[config.mk]
export PLATFORM = sky130hd
export DESIGN_NAME = ice40_lc_cfg_seq_flat
export DESIGN_NICKNAME = d
export VERILOG_FILES = /design/src/rtl/ice40_lc_cfg_seq_if.sv /design/src/rtl/ice40_lc_cfg_seq.sv /design/src/flat_wrapper.sv
export SDC_FILE = /design/constraint.sdc
export NUM_CORES = 1
export LEC_CHECK = 0
export ABC_AREA = 0
export BUFFER_PORTS_ARGS = -buffer_cell sky130_fd_sc_hd__buf_4
export CAP_MARGIN = 20
export CORE_MARGIN = 2
export CORE_UTILIZATION = 30
export DETAILED_ROUTE_END_ITERATION = 7
export GPL_ROUTABILITY_DRIVEN = 0
export GPL_TIMING_DRIVEN = 0
export SYNTH_ARGS = -nofsm -noshare
export SYNTH_HDL_FRONTEND = slang
export SYNTH_SLANG_ARGS = --single-unit
[constraint.sdc]
create_clock -name CLK -period 4 [get_ports CLK]
set_input_delay 0.2 -clock CLK [delete_from_list [all_inputs] [get_ports CLK]]
set_output_delay 0.2 -clock CLK [all_outputs]
set_load 0.05 [all_outputs]
[src/rtl/ice40_lc_cfg_seq_if.sv]
// ----------------------------------------------------------------------------
// ice40_lc_cfg_seq_if
//   Host-side configuration write port of the logic-cell config sequencer.
//   master : host (drives cfg_valid / cfg_addr / cfg_data, sees cfg_ready)
//   slave  : sequencer (accepts the write, drives cfg_ready)
//   A word is transferred on every rising edge where cfg_valid && cfg_ready.
// ----------------------------------------------------------------------------
interface ice40_lc_cfg_seq_if #(
    parameter int ADDR_W = 6
);
    logic              cfg_valid;
    logic              cfg_ready;
    logic [ADDR_W-1:0] cfg_addr;
    logic [20:0]       cfg_data;

    modport master (
        output cfg_valid,
        output cfg_addr,
        output cfg_data,
        input  cfg_ready
    );

    modport slave (
        input  cfg_valid,
        input  cfg_addr,
        input  cfg_data,
        output cfg_ready
    );
endinterface

[src/rtl/ice40_lc_cfg_seq.sv]
// ----------------------------------------------------------------------------
// ice40_lc_cfg_seq
//   Runtime configuration sequencer for a serial chain of logic cells. The
//   host fills a shadow store (one 21-bit word per cell) over the cfg port;
//   on start the whole store is shifted onto the chain, MSB cell / MSB bit
//   first, followed by a one-cycle latch strobe and a one-cycle done pulse.
//
// Ports
//   CLK, SR      : clock, synchronous active-high reset
//   cfg          : write port (slave side), cfg_ready = idle && !SR
//   start        : request a program cycle (ignored while busy)
//   busy, done   : program cycle in progress / completion pulse
//   err, err_clr : sticky out-of-range write flag and its clear
//   chain_en     : chain shift enable, chain_d valid in the same cycle
//   chain_d      : serial chain data (0 whenever chain_en is 0)
//   chain_latch  : one-cycle strobe making all cells adopt the new image
// ----------------------------------------------------------------------------
module ice40_lc_cfg_seq #(
    parameter int NUM_CELLS = 8,
    parameter int ADDR_W    = 6
) (
    input  logic                  CLK,
    input  logic                  SR,
    ice40_lc_cfg_seq_if.slave     cfg,
    input  logic                  start,
    output logic                  busy,
    output logic                  done,
    output logic                  err,
    input  logic                  err_clr,
    output logic                  chain_en,
    output logic                  chain_d,
    output logic                  chain_latch
);

    localparam int CFG_BITS = 21;
    localparam int TOTAL    = NUM_CELLS * CFG_BITS;
    // TOTAL is never a power of two, so this also covers the counter range.
    localparam int IDX_W    = $clog2(TOTAL);

    typedef enum logic [1:0] {
        ST_IDLE,
        ST_SHIFT,
        ST_LATCH,
        ST_DONE
    } state_e;

    state_e           state_q, state_d;
    logic [IDX_W-1:0] cnt_q, cnt_d;
    logic [IDX_W-1:0] bit_idx;
    // Cell i occupies bits [i*21 +: 21]; the top bit is the first one shifted.
    logic [TOTAL-1:0] store_q, store_d;
    logic             err_q, err_d;
    logic             busy_q, busy_d;
    logic             done_q, done_d;
    logic             chain_en_q, chain_en_d;
    logic             chain_d_q, chain_d_d;
    logic             chain_latch_q, chain_latch_d;

    logic             wr_en;
    logic             addr_ok;

    // cfg_ready is the only combinational output.
    assign cfg.cfg_ready = (state_q == ST_IDLE) && !SR;
    assign wr_en         = cfg.cfg_valid && cfg.cfg_ready;
    assign addr_ok       = int'(cfg.cfg_addr) < NUM_CELLS;

    always_comb begin
        // NOTE: every variable gets a default first so no path infers a latch.
        state_d       = state_q;
        cnt_d         = cnt_q;
        store_d       = store_q;
        err_d         = err_q;
        done_d        = 1'b0;
        chain_en_d    = 1'b0;
        chain_d_d     = 1'b0;
        chain_latch_d = 1'b0;
        bit_idx       = '0;

        // Writes only happen in IDLE (cfg_ready), so the image cannot change
        // under a running shift.
        for (int i = 0; i < NUM_CELLS; i++) begin
            if (wr_en && addr_ok && int'(cfg.cfg_addr) == i) begin
                store_d[i*CFG_BITS +: CFG_BITS] = cfg.cfg_data;
            end
        end

        // Set has priority over clear.
        if (err_clr)           err_d = 1'b0;
        if (wr_en && !addr_ok) err_d = 1'b1;

        unique case (state_q)
            ST_IDLE: begin
                if (start) begin
                    state_d    = ST_SHIFT;
                    cnt_d      = '0;
                    chain_en_d = 1'b1;
                    // store_d, so a same-cycle write is part of the image.
                    chain_d_d  = store_d[TOTAL-1];
                end
            end
            ST_SHIFT: begin
                // cnt_q is the index of the bit currently on chain_d.
                if (cnt_q == IDX_W'(TOTAL - 1)) begin
                    state_d       = ST_LATCH;
                    chain_latch_d = 1'b1;
                end else begin
                    cnt_d      = cnt_q + 1'b1;
                    bit_idx    = IDX_W'(TOTAL - 1) - cnt_d;
                    chain_en_d = 1'b1;
                    chain_d_d  = store_q[bit_idx];
                end
            end
            ST_LATCH: begin
                state_d = ST_DONE;
                done_d  = 1'b1;
            end
            ST_DONE: begin
                state_d = ST_IDLE;
            end
            default: begin
                state_d = ST_IDLE;
            end
        endcase

        busy_d = (state_d != ST_IDLE);
    end

    // NOTE: sequential state uses non-blocking assignments only.
    always_ff @(posedge CLK) begin
        if (SR) begin
            // The shadow store is architecturally cleared by reset, so it is
            // a reset flop array rather than an uninitialised RAM.
            state_q       <= ST_IDLE;
            cnt_q         <= '0;
            store_q       <= '0;
            err_q         <= 1'b0;
            busy_q        <= 1'b0;
            done_q        <= 1'b0;
            chain_en_q    <= 1'b0;
            chain_d_q     <= 1'b0;
            chain_latch_q <= 1'b0;
        end else begin
            state_q       <= state_d;
            cnt_q         <= cnt_d;
            store_q       <= store_d;
            err_q         <= err_d;
            busy_q        <= busy_d;
            done_q        <= done_d;
            chain_en_q    <= chain_en_d;
            chain_d_q     <= chain_d_d;
            chain_latch_q <= chain_latch_d;
        end
    end

    assign busy        = busy_q;
    assign done        = done_q;
    assign err         = err_q;
    assign chain_en    = chain_en_q;
    assign chain_d     = chain_d_q;
    assign chain_latch = chain_latch_q;

endmodule

[src/flat_wrapper.sv]
// flat-port wrapper written by rule: the top's interface ports become plain ports
module ice40_lc_cfg_seq_flat 
#(
    parameter int NUM_CELLS = 8,
    parameter int ADDR_W    = 6
)
  (CLK, SR, start, busy, done, err, err_clr, chain_en, chain_d, chain_latch, cfg_cfg_valid, cfg_cfg_addr, cfg_cfg_data, cfg_cfg_ready);
  ice40_lc_cfg_seq_if #(.ADDR_W(ADDR_W)) cfg_i ();
  input  logic CLK;
  input  logic SR;
  input  logic start;
  output logic busy;
  output logic done;
  output logic err;
  input  logic err_clr;
  output logic chain_en;
  output logic chain_d;
  output logic chain_latch;
  input wire logic [$bits(cfg_i.cfg_valid)-1:0] cfg_cfg_valid;
  input wire logic [$bits(cfg_i.cfg_addr)-1:0] cfg_cfg_addr;
  input wire logic [$bits(cfg_i.cfg_data)-1:0] cfg_cfg_data;
  output wire logic [$bits(cfg_i.cfg_ready)-1:0] cfg_cfg_ready;
  assign cfg_i.cfg_valid = cfg_cfg_valid;
  assign cfg_i.cfg_addr = cfg_cfg_addr;
  assign cfg_i.cfg_data = cfg_cfg_data;
  assign cfg_cfg_ready = cfg_i.cfg_ready;
  ice40_lc_cfg_seq #(.NUM_CELLS(NUM_CELLS), .ADDR_W(ADDR_W)) u_core (.CLK(CLK), .SR(SR), .cfg(cfg_i), .start(start), .busy(busy), .done(done), .err(err), .err_clr(err_clr), .chain_en(chain_en), .chain_d(chain_d), .chain_latch(chain_latch));
endmodule
# Word level (Yosys, flattened, before mapping)
# Index checks and enable logic that the tools add are counted.
# op_classes
addsub,2
n_lt_le_gt_ge,2
eq_ne,13
mux,19
bitwise,1
n_reduce_logical,21
# op_table
op,count
equality test 6 x 4 -> 1 bit (second input constant),4
2-to-1 mux 21 bit,1
2-to-1 mux 8 bit,2
one-hot mux 8 bit (2 select lines),1
equality test 6 x 3 -> 1 bit (second input constant),2
logical AND 1 bit,12
less-than comparator 8 x 9 -> 1 bit (second input constant),1
2-to-1 mux 1 bit,9
adder 8 x 1 -> 8 bit (second input constant),1
binary-select mux 1 bit (select 8 bit),1
equality test 8 bit (second input constant),1
one-hot mux 2 bit (4 select lines),1
subtractor 8 bit (first input constant),1
equality test 6 x 2 -> 1 bit (second input constant),1
logical NOT 6 bit,1
less-than comparator 6 x 4 -> 1 bit (second input constant),1
nonzero test 2 bit,3
equality test 2 bit (second input constant),2
2-to-1 mux 2 bit,2
inequality test 2 bit (second input constant),2
one-hot mux 1 bit (2 select lines),2
AND reduction 3 bit,1
equality test 2 x 1 -> 1 bit (second input constant),1
logical NOT 1 bit,2
3 further kinds,3
# totals
ff_bits,184

# Longest topological paths before layout
# depth
ltp_word,8
mapped_depth,12
ltp_nobuf,10

# Worst setup path before layout
# Ideal clock, no wire load.
# synth_timing
kind,reg-to-reg
startpoint,reg u_core.cnt_q[2]
endpoint,reg u_core.chain_d_q (netlist: u_core.chain_d)
setup_ps,134
arrival_time_ps,2781
slack_ps,1085
stages_incl_launch_ff,13
cell_sequence,dfxtp_1 buf_6 nand3_1 xnor2_1 inv_1 clkbuf_1 ha_1 xnor2_1 xnor2_1 nand4_1 o22ai_1 nor4_1 or4_1
# synth_via
elab_chain_cells,6
word_cells_on_any_way,7
classes_between,add/sub (2); eq/ne (1); mux (4)
# synth_lines
element,line,text
"start, declared",ice40_lc_cfg_seq.sv:48,"logic [IDX_W-1:0] cnt_q, cnt_d;"
"start signal, assigned",ice40_lc_cfg_seq.sv:144,cnt_q <= cnt_d;
adder 8 x 1 -> 8 bit,ice40_lc_cfg_seq.sv:107,cnt_d = cnt_q + 1'b1;
subtractor 8 bit,ice40_lc_cfg_seq.sv:108,bit_idx = IDX_W'(TOTAL - 1) - cnt_d;
binary-select mux 1 bit (select 8 bit),ice40_lc_cfg_seq.sv:110,chain_d_d = store_q[bit_idx];
2-to-1 mux 1 bit (not written as such),ice40_lc_cfg_seq.sv:110,
2-to-1 mux 1 bit *,ice40_lc_cfg_seq.sv:103,if (cnt_q == IDX_W'(TOTAL - 1)) begin
one-hot mux 1 bit (2 select lines) *,ice40_lc_cfg_seq.sv:91,unique case (state_q)
"end signal, assigned",ice40_lc_cfg_seq.sv:150,chain_d_q <= chain_d_d;
"end, declared",ice40_lc_cfg_seq.sv:56,"logic chain_d_q, chain_d_d;"
# Mark *: on every way between the ends. The rest lies on a longest branch, timed or not. The select of a mux whose other input is x is not followed.
# A chain may end at the register's enable or synchronous reset.

# Worst setup path after layout
# layout_timing
startpoint,reg u_core.cnt_q[1]
endpoint,reg u_core.chain_d_q (netlist: u_core.chain_d)
# The elaborated chain is that of the path after synthesis.

==> run summary <==
The first detailed-routing pass ran for 5 iterations. Overall power consumption after layout is estimated at 3.87 mW. The placement row count is 61, and the maximum number of pins on one net before global-route repair is 17. The transition at the pin with the smallest max-transition slack is 924 ps, and the combinational share of power is 0.074. Along the worst path, the maximum fanout reaches 10. The worst relative slew slack was 0.375.

For the final routed wirelength across all metal layers, the log shows 25,900 um. At the end of the flow, the number of nets in the layout was 950. For this design, the CTS-stage hold fixing added 0 buffers. For the total number of clock tree sinks, the log shows 184. For the sequential element share of the synthesized area, the log shows 0.439. The repair_antennas step left the layout with diodes totalling 0. Compared with the post-synthesis result, the final layout area differs by 14.8%. The number of levels in the clock H-tree came out at 4. The total track usage is 0.180. The synthesized design contains 0 enable-type register cells.

The placeable core area is 27,700 um^2, and the highest ir drop seen on vdd is 221 uV. STA puts the critical path data arrival time at 4280 ps. Async set or reset register ratio after synthesis: 0.

Counting every net in the synthesized netlist gives 911. Setup violations remaining at the end of the flow were counted as 0. The per-instance average area after synthesis is 9.57 um^2.

After synthesis, the cell types taking the most area are sky130_fd_sc_hd__dfxtp_1 44%, sky130_fd_sc_hd__mux2i_1 19%, sky130_fd_sc_hd__mux4_2 8.3%, sky130_fd_sc_hd__nor2_1 7.6%, sky130_fd_sc_hd__nand2_1 3.4%. The die covers 29,300 um^2. The critical path launch point type was a register.

Clock-pin slew was measured on the worst setup and hold paths at 70 ps. In the routed layout, each cell is associated on average with a via count of 5.16. In this run the worst hold path is classified as in2reg. The later pin in the worst-skew pair is clocked with a latency of 440 ps. TritonCTS built the clock tree.

By startpoint and endpoint, the worst setup path is classified as reg2reg. The detailed router placed 6,749 vias in this run. The cell accounting for the most synthesized area was sky130_fd_sc_hd__dfxtp_1. The floorplan step set the die height to 171 um. The switching part of the total power works out to 0.256. The final worst-path cycle share is 0.994, and the antenna violation net count after detailed routing is 0. Synthesis handed over a netlist of 877 instances. The starting utilization of the core area was 0.303; the areal power density over the cells was 401 nW/um^2.

The final hold violation count came out at 0. The tree is rooted in a sky130_fd_sc_hd__clkbuf_16. The average wire length per cell after detail routing came out at 19.8 um. In the synthesized netlist the dominant register cell turns out to be sky130_fd_sc_hd__dfxtp_1. The tools report the final number of max-transition violations as 0. For the clock tree buffer depth, the log shows 2. The tools report the critical path required time as 4310 ps. Summed over all failing endpoints, the final setup total negative slack is 0 ps.

For the DRC violations left, the log shows 0. STA classifies the critical path endpoint as a register. For the global-route wire length before repair, the log shows 38,700 um. The die span in x was 171 um; the final cell count without fillers was 1,307. The internal portion of the total power is 2.88 mW.

The worst path in the final design needs a cycle of 3980 ps, including I/O delays and setup. Setup repair after global routing left no endpoint under its margin. Port buffering added 17 buffers. After synthesis, the netlist uses 50 different library cells. Max-cap violations in this run came to 0. In this run the count of I/O pins placed on the die edge is 39. Yosys printed 0 warnings. The analysis attributes to cell leakage a power of 3.68 nW.

Summed over all nets, the switching power comes to 0.989 mW. The final clock skew was 8.88 ps. The portion of synthesized cell area occupied by the leading cell type came out at 0.439. Summed over all nets, the half-perimeter wirelength after detailed placement is 17,900 um. The flow ran to the end, and the final reports show no timing, DRC or antenna violations.

The maximum clock rate came out at 251 MHz. The run gives 17 as the TritonCTS buffer count. Clock share of power: 0.450. The synthesized netlist occupies a cell area of 8400 um^2.

Once placement completed, the tool counted placed cells totaling 1,272. The via count of the first global-routing pass is 6,293, and the iteration-0 DRC count of the detailed router is 742. The number of antenna violations at the first check in global routing is 1, and the residual overflow from global routing is 0.

For the portion of total power attributed to sequential cells, the log shows 0.476. The register bit count reported by yosys came out at 184. Ratio of cells with drive above 1 in the final layout: 0.128.
==> kinds of logic (layout without fill, tap and decap cells) <==
| logic type | Yosys count | after routing | synth area share |
|---|---|---|---|
| muxes | 193 | 193 | 0.276 |
| DFF | 184 | 184 | 0.439 |
| and+or+nand+nor | 333 | 333 | 0.173 |
| xor gates and xnor gates | 9 | 9 | 0.0103 |
| AOI/OAI and AO/OA | 67 | 67 | 0.0516 |
| adders and majority gates | 2 | 2 | 0.00298 |
| buffers and inverters | 89 | 141 | 0.0475 |
==> stage by stage <==
| step | hold slack, ps | setup slack [ps] | utilization | area, um^2 |
|---|---|---|---|---|
| 6_report | 28.1 | 23.6 | 0.348 | 9640 |
| 4_1_cts | 22.8 | 38.4 | 0.347 | 9600 |
| 5_1_grt | 31.0 | 25.5 | 0.348 | 9640 |
| 3_5_place_dp | 446 | -142 | 0.325 | 9000 |
| 3_3_place_gp | 440 | -144 | 0.325 | 9000 |
| 2_1_floorplan | 382 | 1080 | - | 8400 |
==> power by group through the flow <==
| stage | clock [mW] | combinational [mW] | sequential [mW] |
|---|---|---|---|
| floorplan | 0 | 0.158 | 1.89 |
| global placement | 0 | 0.282 | 1.88 |
| detailed placement | 0 | 0.283 | 1.88 |
| CTS | 1.76 | 0.283 | 1.84 |
| global route | 1.84 | 0.301 | 1.84 |
| finish | 1.74 | 0.286 | 1.84 |
==> worst paths after layout <==
kind	from	end	slack, ps	cells past startpoint
hold / removal	err_clr	u_core.err	30	3
setup reg to reg	u_core.cnt_q[1]	u_core.chain_d	20	9
hold reg to reg	u_core.store_q[121]	u_core.store_q[121]	460	2
setup / recovery	u_core.cnt_q[1]	u_core.chain_d	20	9
==> synth_stat cells (2+ instances only) <==
cell                        number
sky130_fd_sc_hd__a311oi_1        2
sky130_fd_sc_hd__and3_1          2
sky130_fd_sc_hd__buf_6           4
sky130_fd_sc_hd__nand3_1        29
sky130_fd_sc_hd__nor3b_1         3
sky130_fd_sc_hd__buf_2          19
sky130_fd_sc_hd__nor4_1          6
sky130_fd_sc_hd__clkbuf_1       53
sky130_fd_sc_hd__a31oi_1         6
sky130_fd_sc_hd__buf_4           3
sky130_fd_sc_hd__nor2_1        171
sky130_fd_sc_hd__o311ai_0        2
sky130_fd_sc_hd__xnor2_1         6
sky130_fd_sc_hd__nand4_1        13
sky130_fd_sc_hd__ha_1            2
sky130_fd_sc_hd__xor2_1          2
sky130_fd_sc_hd__nor3_1          8
sky130_fd_sc_hd__dfxtp_1       184
sky130_fd_sc_hd__mux2i_1       162
sky130_fd_sc_hd__nand2b_1        5
sky130_fd_sc_hd__buf_1           6
sky130_fd_sc_hd__nor2b_1         7
sky130_fd_sc_hd__a2111oi_0       8
sky130_fd_sc_hd__nand2_1        76
sky130_fd_sc_hd__a21oi_1        34
sky130_fd_sc_hd__inv_1           3
sky130_fd_sc_hd__o21ai_0         5
sky130_fd_sc_hd__mux4_2         31
sky130_fd_sc_hd__a2111oi_2       2
sky130_fd_sc_hd__or2_2           3
==> state kept, by name, indices dropped and copies added, names as in the netlist <==
| signal | count |
|---|---|
| u_core.store_q | 168 |
| u_core.cnt_q | 8 |
| u_core.state_q | 2 |
| u_core.busy | 1 |
| u_core.chain_d | 1 |
| u_core.chain_en | 1 |
| u_core.chain_latch | 1 |
| u_core.done | 1 |
| u_core.err | 1 |
==> layer usage <==
metal / up-vias / global-route usage / part of all wire
li1: 3136 / - / -
met5: - / 0 / 0
met3: 42 / 0.0412 / 0.079
met1: 3297 / 0.252 / 0.45
met4: 0 / 0.0542 / 0.018
met2: 274 / 0.275 / 0.45
==> cell usage in the layout (no fill, tap or decap), types with 2 or more instances in the layout <==
| cell | synthesis | final |
|---|---|---|
| sky130_fd_sc_hd__buf_2 | 19 | 18 |
| sky130_fd_sc_hd__nand3_1 | 29 | 29 |
| sky130_fd_sc_hd__a311oi_1 | 2 | 2 |
| sky130_fd_sc_hd__mux2i_1 | 162 | 162 |
| sky130_fd_sc_hd__nor3_1 | 8 | 8 |
| sky130_fd_sc_hd__o21ai_0 | 5 | 5 |
| sky130_fd_sc_hd__buf_6 | 4 | 4 |
| sky130_fd_sc_hd__dfxtp_1 | 184 | 184 |
| sky130_fd_sc_hd__nor2_1 | 171 | 171 |
| sky130_fd_sc_hd__nand2b_1 | 5 | 5 |
| sky130_fd_sc_hd__nand2_1 | 76 | 76 |
| sky130_fd_sc_hd__buf_4 | 3 | 23 |
| sky130_fd_sc_hd__clkinvlp_4 | 0 | 3 |
| sky130_fd_sc_hd__nand4_1 | 13 | 13 |
| sky130_fd_sc_hd__and3_1 | 2 | 2 |
| sky130_fd_sc_hd__nor3b_1 | 3 | 3 |
| sky130_fd_sc_hd__bufinv_16 | 0 | 2 |
| sky130_fd_sc_hd__clkbuf_1 | 53 | 53 |
| sky130_fd_sc_hd__ha_1 | 2 | 2 |
| sky130_fd_sc_hd__buf_1 | 6 | 6 |
| sky130_fd_sc_hd__o311ai_0 | 2 | 2 |
| sky130_fd_sc_hd__a2111oi_2 | 2 | 2 |
| sky130_fd_sc_hd__clkbuf_8 | 0 | 2 |
| sky130_fd_sc_hd__xnor2_2 | 1 | 2 |
| sky130_fd_sc_hd__inv_6 | 0 | 2 |
| sky130_fd_sc_hd__clkbuf_16 | 0 | 17 |
| sky130_fd_sc_hd__a21oi_1 | 34 | 34 |
| sky130_fd_sc_hd__a31oi_1 | 6 | 5 |
| sky130_fd_sc_hd__inv_1 | 3 | 3 |
| sky130_fd_sc_hd__a2111oi_0 | 8 | 7 |
| sky130_fd_sc_hd__clkinv_2 | 0 | 2 |
| sky130_fd_sc_hd__nor4_1 | 6 | 6 |
| sky130_fd_sc_hd__nor2b_1 | 7 | 7 |
| sky130_fd_sc_hd__inv_8 | 0 | 2 |
| sky130_fd_sc_hd__xnor2_1 | 6 | 5 |
| sky130_fd_sc_hd__or2_2 | 3 | 3 |
| sky130_fd_sc_hd__xor2_1 | 2 | 2 |
| sky130_fd_sc_hd__mux4_2 | 31 | 31 |
==> timing repair <==
action | 4_1_cts | 5_1_grt
resized for setup | 1 | 6
pin swaps | 0 | 1
endpoints found under the setup margin | 1 | 1
gates cloned | 0 | 0
buffers inserted | 0 | 3
==> area by class of cell <==
class | count | area, um^2
fillers | 2829 | 18100
multi-input cells | 604 | 4330
flip-flops and latches | 184 | 3680
well taps | 378 | 473
clock buffers | 20 | 457
plain buffers | 85 | 388
repair buffers | 20 | 150
clock inverters | 12 | 141
inverters | 4 | 15.0
==> critical path: stages (launching register included) <==
cell	delay [ps]
sky130_fd_sc_hd__dfxtp_1	360
sky130_fd_sc_hd__ha_1	290
sky130_fd_sc_hd__clkbuf_1	320
sky130_fd_sc_hd__clkbuf_1	700
sky130_fd_sc_hd__buf_2	480
sky130_fd_sc_hd__a41oi_1	180
sky130_fd_sc_hd__o211a_1	190
sky130_fd_sc_hd__o311ai_0	660
sky130_fd_sc_hd__a2111oi_0	210
sky130_fd_sc_hd__or4_1	450
(Power assumes the default switching activity.)
